File: src/rtl/sevenseg_scan_driver.sv
// Binary to multi-digit seven-segment driver: a sequential double-dabble conversion
// feeds atomically updated display registers that are time-multiplexed onto common-anode digits.
module sevenseg_scan_driver #(
  parameter int WIDTH       = 8,
  parameter int DIGITS      = 4,
  parameter int REFRESH_DIV = 50000
) (
  input  logic              clk,
  input  logic              reset_n,
  input  logic [WIDTH-1:0]  value,
  input  logic              signed_en,
  input  logic              load,
  output logic              ready,
  output logic              overflow,
  output logic [6:0]        seg,
  output logic [DIGITS-1:0] an,
  output logic [1:0]        fsm_state
);

  localparam int BW = 4 * (DIGITS + 1);
  localparam int CW = $clog2(WIDTH + 1);
  localparam int RW = (REFRESH_DIV > 1) ? $clog2(REFRESH_DIV) : 1;
  localparam int IW = $clog2(DIGITS);

  localparam logic [CW-1:0] STEP_LAST = CW'(WIDTH - 1);
  localparam logic [RW-1:0] REF_LAST  = RW'(REFRESH_DIV - 1);
  localparam logic [IW-1:0] IDX_LAST  = IW'(DIGITS - 1);

  localparam logic [6:0] SEG_BLANK = 7'b1111111;
  localparam logic [6:0] SEG_MINUS = 7'b1111110;
  localparam logic [6:0] SEG_ZERO  = 7'b0000001;

  // S_IDLE is encoded as 0 so fsm_state reads 0 whenever ready is high.
  typedef enum logic [1:0] {
    S_IDLE    = 2'd0,
    S_CONVERT = 2'd1,
    S_COMMIT  = 2'd2
  } state_t;

  state_t state_q, state_d;

  logic [WIDTH-1:0]    mag_q;
  logic [WIDTH-1:0]    mag_in;
  logic [BW-1:0]       bcd_q;
  logic [BW-1:0]       bcd_adj;
  logic [BW+WIDTH-1:0] shifted;
  logic                neg_q;
  logic                neg_in;
  logic [CW-1:0]       step_q;

  logic [6:0]          disp_q [DIGITS];
  logic [6:0]          disp_d [DIGITS];
  logic                ovf_q;
  logic                ovf_d;
  int                  ndig;

  logic [RW-1:0]       ref_q;
  logic [IW-1:0]       idx_q;

  function automatic logic [6:0] glyph(input logic [3:0] d);
    case (d)
      4'd0:    glyph = 7'b0000001;
      4'd1:    glyph = 7'b1001111;
      4'd2:    glyph = 7'b0010010;
      4'd3:    glyph = 7'b0000110;
      4'd4:    glyph = 7'b1001100;
      4'd5:    glyph = 7'b0100100;
      4'd6:    glyph = 7'b0100000;
      4'd7:    glyph = 7'b0001111;
      4'd8:    glyph = 7'b0000000;
      4'd9:    glyph = 7'b0000100;
      default: glyph = SEG_BLANK;
    endcase
  endfunction

  // Handshake: load is taken on a rising edge only while ready=1; a load seen
  // while ready=0 is dropped, never queued. ready falls on the accepting edge.
  assign ready     = (state_q == S_IDLE);
  assign overflow  = ovf_q;
  assign fsm_state = state_q;

  always_ff @(posedge clk or negedge reset_n) begin
    if (!reset_n) state_q <= S_IDLE;
    else          state_q <= state_d;
  end

  always_comb begin
    state_d = state_q;
    case (state_q)
      S_IDLE:    if (load) state_d = S_CONVERT;
      S_CONVERT: if (step_q == STEP_LAST) state_d = S_COMMIT;
      S_COMMIT:  state_d = S_IDLE;
      default:   state_d = S_IDLE;
    endcase
  end

  // Negating the most negative value wraps back to 2^(WIDTH-1), which is the
  // correct magnitude when read as unsigned.
  assign neg_in = signed_en & value[WIDTH-1];
  assign mag_in = neg_in ? (~value + WIDTH'(1)) : value;

  always_comb begin
    bcd_adj = bcd_q;
    for (int i = 0; i < DIGITS + 1; i++) begin
      if (bcd_q[4*i +: 4] >= 4'd5) bcd_adj[4*i +: 4] = bcd_q[4*i +: 4] + 4'd3;
    end
  end

  assign shifted = {bcd_adj, mag_q} << 1;

  always_ff @(posedge clk or negedge reset_n) begin
    if (!reset_n) begin
      mag_q  <= '0;
      bcd_q  <= '0;
      neg_q  <= 1'b0;
      step_q <= '0;
    end else begin
      case (state_q)
        S_IDLE: begin
          if (load) begin
            mag_q  <= mag_in;
            neg_q  <= neg_in;
            bcd_q  <= '0;
            step_q <= '0;
          end
        end
        S_CONVERT: begin
          {bcd_q, mag_q} <= shifted;
          step_q         <= step_q + CW'(1);
        end
        default: ;
      endcase
    end
  end

  // ndig = number of significant digits (at least 1, so zero shows "0").
  always_comb begin
    ndig = 1;
    for (int i = 1; i < DIGITS; i++) begin
      if (bcd_q[4*i +: 4] != 4'd0) ndig = i + 1;
    end
    ovf_d = (bcd_q[4*DIGITS +: 4] != 4'd0) || (neg_q && (ndig == DIGITS));
    for (int i = 0; i < DIGITS; i++) begin
      if (ovf_d)                    disp_d[i] = SEG_MINUS;
      else if (i < ndig)            disp_d[i] = glyph(bcd_q[4*i +: 4]);
      else if (neg_q && i == ndig)  disp_d[i] = SEG_MINUS;
      else                          disp_d[i] = SEG_BLANK;
    end
  end

  always_ff @(posedge clk or negedge reset_n) begin
    if (!reset_n) begin
      for (int i = 0; i < DIGITS; i++) disp_q[i] <= (i == 0) ? SEG_ZERO : SEG_BLANK;
      ovf_q <= 1'b0;
    end else if (state_q == S_COMMIT) begin
      for (int i = 0; i < DIGITS; i++) disp_q[i] <= disp_d[i];
      ovf_q <= ovf_d;
    end
  end

  // Scan runs free of the FSM; seg and an are registered together so they stay aligned.
  always_ff @(posedge clk or negedge reset_n) begin
    if (!reset_n) begin
      ref_q <= '0;
      idx_q <= '0;
      an    <= '1;
      seg   <= SEG_BLANK;
    end else begin
      if (ref_q == REF_LAST) begin
        ref_q <= '0;
        idx_q <= (idx_q == IDX_LAST) ? '0 : idx_q + IW'(1);
      end else begin
        ref_q <= ref_q + RW'(1);
      end
      an  <= ~(DIGITS'(1) << idx_q);
      seg <= disp_q[idx_q];
    end
  end

endmodule
File: config.mk
export PLATFORM = sky130hd
export DESIGN_NAME = sevenseg_scan_driver
export DESIGN_NICKNAME = d
export VERILOG_FILES = /design/src/rtl/sevenseg_scan_driver.sv
export SDC_FILE = /design/constraint.sdc
export NUM_CORES = 1
export LEC_CHECK = 0
export BUFFER_PORTS_ARGS = -buffer_cell sky130_fd_sc_hd__buf_2
export CAP_MARGIN = 20
export CORE_UTILIZATION = 50
export CTS_BUF_LIST = sky130_fd_sc_hd__clkbuf_4
export DETAILED_ROUTE_END_ITERATION = 8
export GPL_TIMING_DRIVEN = 0
export PLACE_DENSITY = 0.67
export SLEW_MARGIN = 20
export SYNTH_ARGS = -nofsm -noshare
export SYNTH_HDL_FRONTEND = slang
export SYNTH_SLANG_ARGS = --single-unit
export TNS_END_PERCENT = 100
File: constraint.sdc
create_clock -name clk -period 4.9 [get_ports clk]
set_clock_uncertainty 0.15 [all_clocks]
set_input_delay 0.49 -clock clk [delete_from_list [all_inputs] [get_ports clk]]
set_output_delay 0.49 -clock clk [all_outputs]
set_load 0.02 [all_outputs]
# Word-level counts from Yosys, hierarchy flattened
# Memory sizes are Yosys's and may differ from the RTL's.
# Index checks and enable logic that the tools add are counted.
[classes]
shifts = 1
addsub = 9
n_bitwise = 4
n_mux = 35
eq_ne = 11
n_lt_le_gt_ge = 10
n_reduce_logical = 16
[ops]
columns = ["op", "n"]
rows = [
  ["7-bit 2-to-1 mux", 10],
  ["3-bit by 32-bit == test with 1-bit output, first input constant", 2],
  ["3-bit by 32-bit less-than comparator with 1-bit output, first input constant", 2],
  ["32-bit 2-to-1 mux", 2],
  ["20-bit one-hot mux with 2 select lines", 1],
  ["2-bit by 32-bit == test with 1-bit output, first input constant", 1],
  ["32-bit by 4-bit == test with 1-bit output, second input constant", 1],
  ["32-bit logical NOT", 1],
  ["1-bit by 32-bit less-than comparator with 1-bit output, first input constant", 1],
  ["2-bit by 32-bit less-than comparator with 1-bit output, first input constant", 1],
  ["4-bit by 3-bit greater-or-equal comparator with 1-bit output, second input constant", 5],
  ["20-bit 2-to-1 mux", 1],
  ["4-bit 2-to-1 mux", 5],
  ["16-bit by 1-bit adder with 16-bit output, second input constant", 1],
  ["4-bit by 2-bit adder with 4-bit output, second input constant", 4],
  ["16-bit == test, second input constant", 1],
  ["16-bit 2-to-1 mux", 1],
  ["8-bit 2-to-1 mux", 2],
  ["8-bit one-hot mux with 2 select lines", 1],
  ["4-bit nonzero test", 4],
  ["7-bit binary-select mux with 2-bit select", 1],
  ["8-bit by 1-bit adder with 8-bit output, second input constant", 1],
  ["2-bit 2-to-1 mux", 4],
  ["8-bit inverter", 1],
  ["21 further kinds", 32],
]
[totals]
n_memories = 4
rom_bits = 448
input_bits = 12
regBits = 93
[mem_list]
columns = ["memory", "depth", "width", "rd", "rd_ports_with_merged_regs", "wr", "line_no", "rtl"]
rows = [
  ["(no name shown)", 16, 7, 1, 0, 0, "61", "case (d)"],
  ["(no name shown)", 16, 7, 1, 0, 0, "61", ""],
  ["(no name shown)", 16, 7, 1, 0, 0, "61", ""],
  ["(no name shown)", 16, 7, 1, 0, 0, "61", ""],
]

# Longest topological paths before layout
# Gate-level depths: netlist of the first run.
[logic_depth]
depth_word = 9
ltp_mapped = 7

# Worst setup path before layout of the first run
# Ideal clock, no wire load.
[synth_path]
path_kind = "reg2reg"
startpoint = "reg bcd_q[12]"
endpoint = "reg disp_q[7] in the netlist's numbering"
setup_time_ns = 0.080
synth_period_minus_slack_ns = 1.871
t_arrival_ns = 1.641
n_path_buf = 0
stages_incl_launch_ff = 7
slack_ns = 3.029
required_time_ns = 4.670
cell_sequence = "dfrtp_1 -> inv_1 -> ha_1 -> nor3b_4 -> nand2_2 -> a211o_1 -> a32o_1"
[synth_between]
elab_chain_len = 7
word_cells_on_any_way = 11
[synth_rtl]
columns = ["element", "line_no", "rtl"]
rows = [
  ["from (decl)", "44", "logic [BW-1:0] bcd_q;"],
  ["from (signal assigned)", "128", "{bcd_q, mag_q} <= shifted;"],
  ["4-bit nonzero test (*)", "140", "if (bcd_q[4*i +: 4] != 4'd0) ndig = i + 1;"],
  ["32-bit 2-to-1 mux (*)", "140", ""],
  ["branches (longest 4 deep; another with 3-bit by 32-bit less-than comparator with 1-bit output)", "--", ""],
  ["7-bit 2-to-1 mux (*)", "144", "if (ovf_d) disp_d[i] = SEG_MINUS;"],
  ["to (decl)", "51", "logic [6:0] disp_q [DIGITS];"],
]
# Mark *: on every way between the ends.
# A chain may end at the register's enable or synchronous reset.

# Worst setup path after layout of the first run
[layout_path]
startpoint = "reg bcd_q[12]"
endpoint = "reg disp_q[24] in the netlist's numbering"
[layout_between]
elab_chain_len = 6
word_cells_on_any_way = 8
[layout_rtl]
columns = ["element", "line_no"]
rows = [
  ["4-bit nonzero test (*)", "140"],
  ["32-bit 2-to-1 mux (*)", "140"],
  ["branches (longest 3 deep; another with 1-bit by 32-bit less-than comparator with 1-bit output)", "--"],
  ["7-bit 2-to-1 mux (*)", "144"],
]
# Marked as above.

==> impl_metrics.json, run 1 <==
{
  "synth.top_cell.area_share_pct": 29.5,
  "wl_per_cell_um": 15.6,
  "hold_viol_final": 0,
  "num_io_pins": 27,
  "synthFlopType": "dfrtp_1",
  "top_layer": "met4",
  "die_area_um2": 10600,
  "hpwl_um": 7910,
  "power.density_nw_per_um2": 557,
  "core_um2": 9820,
  "viasPerCell": 5.59,
  "cts_tree": "yes",
  "tightest_slew_ps": 606,
  "antenna_found_initial": 0,
  "cp_slowest_cell": "dfrtp_1",
  "grt_first_pass_wirelength_um": 18100,
  "synth_most_common_cell": "dfrtp_1",
  "clkTransAtPathRegs_ps": 140,
  "pre_cts_ws_ps": 2810,
  "p_leak_nw": 2.34,
  "drive_gt1_share_pct": 19.4,
  "drt-initial-drc-count": 140,
  "htree_levels": 3,
  "synth_warnings": 0,
  "min_period_over_period_pct": 43.7,
  "first_global_vias": 3672,
  "fin_tns_setup_ps": 0,
  "arrival_ps": 2320,
  "path_class": "register to register",
  "fillers": 930,
  "grt_usage_pct": 22.8,
  "irDropWorstVdd_mv": 0.289,
  "worstPathRequired_ps": 5080,
  "synth_cell_type_count": 56,
  "post_cts_resized": 0,
  "ant_nets": 0,
  "period_minus_slack_ps": 2140,
  "multi_input_comb_area_um2": 2490,
  "total_power_mw": 3.11,
  "synth-async-reset-ratio_pct": 100,
  "cp_slowest_stage_delay_ps": 460,
  "setup_viol": 0,
  "ys_top_cells_by_count": "60 x dfrtp_1, 54 x o21ai_0, 45 x nor2_1",
  "globalRoute.totalOverflow": 0,
  "globalplace.congestion": 0.845,
  "grt_max_degree": 60,
  "synth.area.top_cells": "dfrtp_1 29%, dfstp_2 17%, ha_1 7.9%",
  "clkLatencyLatePin_ps": 450,
  "die_h_um": 103,
  "cts_made_buffers": 9,
  "end_kind": "register",
  "worst_slack_ps": 2760,
  "startpoint_type": "register",
  "cts_buffer_depth": 2,
  "root_buffer": "clkbuf_4",
  "start_util_pct": 51.9,
  "path_buf_inv": 2,
  "min_path_type": "primary input to register",
  "cts_sinks": 93,
  "cp_max_fo": 10,
  "wl_met3_um": 289,
  "maxCapViolations": 0,
  "synth_area_leader_cell": "dfrtp_1",
  "post_cts_buffers": 0,
  "rows": 36,
  "syn_avg_cell_area_um2": 9.95,
  "yosysSeqAreaShare_pct": 46.5,
  "firstDrtPassIters": 4,
  "portBuffers": 26,
  "routed_wl_um": 10800,
  "crit_chain": "inv_1 > ha_1 > nor3b_4 > o2111a_4 > buf_2 > o22ai_1",
  "regArea_um2": 2370,
  "finalNetCount": 595,
  "ys_ff_latch": 93,
  "drc_errors": 0,
  "slew_headroom_pct": 59.4,
  "outcome": "completed",
  "syn_nets": 556,
  "synthesis.area_um2": 5090,
  "synthToLayoutAreaGrowth_pct": 9.41,
  "met2_length_um": 4990,
  "path_delay_family": "flip-flops",
  "report.final.slew_viol_count": 0,
  "syn_inst": 512,
  "antenna_cells": 0,
  "die_w_um": 103,
  "vias": 3853,
  "fmax_mhz": 467,
  "grt_setup_unrepaired": "false",
  "wl_met1_um": 5280,
  "synth_edf_count": 0
}
[what timing repair did]
action                                 in CTS  in global routing
hold buffers                                1                  0
setup endpoints to repair                   0                  0
endpoints found under the hold margin      32                  0
[stage by stage]
step / std cells / utilization [%] / hold WS (ps) / cell area, um^2
3_5_place_dp: 672 / 55.2 / 259 / 5420
3_3_place_gp: 671 / 54.9 / 304 / 5390
4_1_cts: 689 / 56.7 / 112 / 5570
2_1_floorplan: 512 / - / 44.4 / 5090
5_1_grt: 689 / 56.7 / 121 / 5570
6_report: 689 / 56.7 / 135 / 5570
[tightest hold or removal path, delay by kind of cell]
| kind | cells | cell delay [ps] |
|---|---|---|
| simple gates | 1 | 40 |
| compound gates | 1 | 60 |
| buf+inv | 1 | 100 |
[flip-flops by register name (all words and copies together), names as in the netlist]
name       cells
seg            7
step_q         4
bcd_q         20
fsm_state      2
an             4
idx_q          2
mag_q          8
ref_q         16
neg_q          1
overflow       1
disp_q        28
[kinds of logic after synthesis]
family / count (synthesis) / synth area share, %
AO/OA/AOI/OAI: 130 / 15.7
adder cells (fa/ha/maj): 32 / 7.86
XOR/XNOR: 21 / 3.61
flip-flops: 93 / 46.5
buffers and inverters: 55 / 4.55
AND/OR/NAND/NOR: 160 / 15.9
multiplexers: 21 / 5.95
[routing by layer]
layer  GRT usage [%]  vias to the layer above
li1                -                     1879
met1            31.2                     1901
met2            36.4                       62
met3            3.66                       11
met4            9.21                        0
met5               0                        -
[final timing paths]
check,startpoint,to,slack (ps),cells past startpoint
setup reg to reg,bcd_q[12],disp_q[24],2760,6
setup / recovery,bcd_q[12],disp_q[24],2760,6
hold reg to reg,disp_q[21],disp_q[21],320,2
min in group asynchronous,reset_n,overflow,350,2
max in group asynchronous,reset_n,disp_q[12],3610,3
hold / removal,value[7],mag_q[7],140,3
[power breakdown]
group | total, mW | leakage [nW] | switching [mW] | internal, mW
combinational | 1.44 | 1.18 | 0.846 | 0.591
clock | 0.422 | 0.0740 | 0.262 | 0.161
sequential | 1.25 | 1.08 | 0.209 | 1.04
[final cells by class]
cell class              instances  area share, %
plain buffers                  25           2.13
clock buffers                  10           1.35
clock inverters                 6           1.15
inverters                      30           2.02
multi-input cells             364           44.7
flip-flops and latches         93           42.5
well taps                     133           2.99
repair buffers                 28           3.12
[cells in the final DEF (no fill, tap or decap), types with 18 or more instances in the layout]
cell type and instances:
a21oi_1 27, ha_1 32, dfstp_2 33, o21ai_0 54, nor2_1 45, nand3_1 22, buf_2 36, xnor2_1 18
dfrtp_1 60, inv_1 30, nand2_1 38
No activity file was read; power rests on OpenSTA's default activity.
==> run 2, diff against run 1 <==
==> constraint.sdc (replaced) <==
create_clock -name clk -period 2.1 [get_ports clk]
set_clock_uncertainty 0.15 [all_clocks]
set_input_delay 0.21 -clock clk [delete_from_list [all_inputs] [get_ports clk]]
set_output_delay 0.21 -clock clk [all_outputs]
set_load 0.02 [all_outputs]
==> run 2 against run 1 <==
  * Via count grew 0.13%
  * Largest power group unchanged
  * Fmax rose by 9.0%
  * First-iteration DRC count up 20%
  * Worst setup slack lost 2600 ps
  * Core utilization rose by 1.3 points
  * Register-to-register slack worse by 2600 ps
  * Final area rose by 2.3%
  * Sequential power increased by 130%
==> impl_metrics.json, run 2 (synthesis results as in run 1) <==
{
  "synthToLayoutAreaGrowth_pct": 11.9,
  "first_global_vias": 3689,
  "cp_slowest_cell": "dfrtp_2",
  "core_um2": 9820,
  "fmax_mhz": 509,
  "portBuffers": 26,
  "period_minus_slack_ps": 1960,
  "finalNetCount": 604,
  "fin_area_um2": 5700,
  "worst_hold_path.num_cells": 4,
  "clkLatencyLatePin_ps": 450,
  "setup_viol": 0,
  "vias": 3858,
  "arrival_ps": 2200,
  "cts_made_buffers": 9,
  "wl_per_cell_um": 15.6,
  "post_cts_buffers": 0,
  "die_h_um": 103,
  "cts_tree": "yes",
  "htree_levels": 3,
  "hold_path.startpoint": "load",
  "tightest_slew_ps": 503,
  "total_power_mw": 7.33,
  "worstPathRequired_ps": 2340,
  "drt-initial-drc-count": 168,
  "most-common-layout-cells": "58 x dfrtp_1, 54 x o21ai_0, 45 x nor2_1, 38 x nand2_1, 35 x buf_2",
  "pre_cts_ws_ps": 5.89,
  "worst_slack_ps": 136,
  "min_period_over_period_pct": 93.5,
  "rr_startpoint": "bcd_q[9]",
  "antenna_found_initial": 0,
  "cp_slowest_stage_delay_ps": 500,
  "slew_headroom_pct": 66.1,
  "start_util_pct": 51.9,
  "grt_first_pass_wirelength_um": 18100,
  "rows": 36,
  "grt_max_degree": 60,
  "min_path_type": "primary input to register",
  "fin_tns_setup_ps": 0,
  "layout_commonest_cell": "dfrtp_1",
  "power.density_nw_per_um2": 1290,
  "ant_nets": 0,
  "die_w_um": 103,
  "globalRoute.totalOverflow": 0,
  "rr_endpoint": "disp_q[7]",
  "firstDrtPassIters": 5,
  "drive_gt1_share_pct": 20.5,
  "crit_chain": "inv_1 > ha_2 > nor3b_4 > nand2_2 > a211o_1 > a32o_1",
  "p_leak_nw": 2.37,
  "report.final.slew_viol_count": 0,
  "hold_viol_final": 0,
  "drc_errors": 0,
  "num_io_pins": 27,
  "clkTransAtPathRegs_ps": 150,
  "reg_top3": "disp_q (28), bcd_q (20), ref_q (16)",
  "hpwl_um": 7910,
  "antenna_cells": 0,
  "outcome": "completed",
  "irDropWorstVdd_mv": 0.699,
  "grt_usage_pct": 22.9,
  "path_class": "register to register",
  "maxCapViolations": 0,
  "cts_buffer_depth": 2,
  "cts_sinks": 93,
  "hold-path-endpoint": "mag_q[7]",
  "placed_area_um2": 5420,
  "regMostFlops": "disp_q",
  "cp_max_fo": 8,
  "globalplace.congestion": 0.845,
  "r2r_setup_slack_ps": 140,
  "die_area_um2": 10600,
  "hold-worst-slack_ps": 56.8,
  "fillers": 909,
  "largest_reg_flops": 28,
  "end_kind": "register",
  "startpoint_type": "register",
  "viasPerCell": 5.53,
  "reg2regPathDepth": 6,
  "routed_wl_um": 10900,
  "root_buffer": "clkbuf_4"
}
-- run 2: cell count changes in the layout (fill, tap and decap cells not counted), sizes merged --
cell / delta
dlygate4sd3: +9
clkbuf: +1
buf: -1
-- run 2: final cells by class --
cell class	count	area, um^2	area share (%)
multi-input combinational	364	2530	44.3
sequential	93	2370	41.6
buffer	25	121	2.13
inverter	30	113	1.98
timing repair buffer	37	264	4.63
clock inverter	6	63.8	1.12
clock buffer	10	75.1	1.32
tap	133	166	2.92
-- run 2: routing by layer --
metal	GRT usage (%)	up-vias	routed length [um]
met3	3.66	13	343
met5	0	-	0
met4	9.21	0	231
met2	36.6	60	5010
li1	-	1894	-
met1	31.3	1891	5280
-- run 2: how the worst max path moves through the flow --
stage	startpoint	endpoint	slack, ps	cells past startpoint
after floorplan	bcd_q[12]	disp_q[7]	230	6
after global placement	reset_n	step_q[2]	-180	1
after detailed placement	bcd_q[13]	disp_q[27]	6	6
after CTS	bcd_q[13]	disp_q[27]	20	6
after global routing	bcd_q[5]	bcd_q[6]	-1	6
final	bcd_q[9]	disp_q[7]	140	6
-- run 2: worst max-delay path, delay by kind of cell (launching register included) --
kind / cells / cell delay [ps]
AO/OA/AOI/OAI: 2 / 560
adder cells (fa/ha/maj): 1 / 230
buffers and inverters: 1 / 120
AND/OR/NAND/NOR: 2 / 350
flip-flops: 1 / 500
-- run 2: through the flow --
stage	cells	util [%]
3_5_place_dp	672	55.2
5_1_grt	698	58.1
3_3_place_gp	671	54.9
6_report	698	58.1
4_1_cts	698	57.7
2_1_floorplan	512	-
-- run 2: repair_timing --
item	in CTS	in global routing
resized for setup	1	11
endpoints found under the hold margin	70	0
hold buffers	10	0
pin swaps	0	0
endpoints found under the setup margin	5	33
-- run 2: report_power, final --
group / internal [mW] / total (mW) / switching [mW]
clock: 0.375 / 0.989 / 0.614
sequential: 2.43 / 2.93 / 0.504
combinational: 1.43 / 3.41 / 1.98
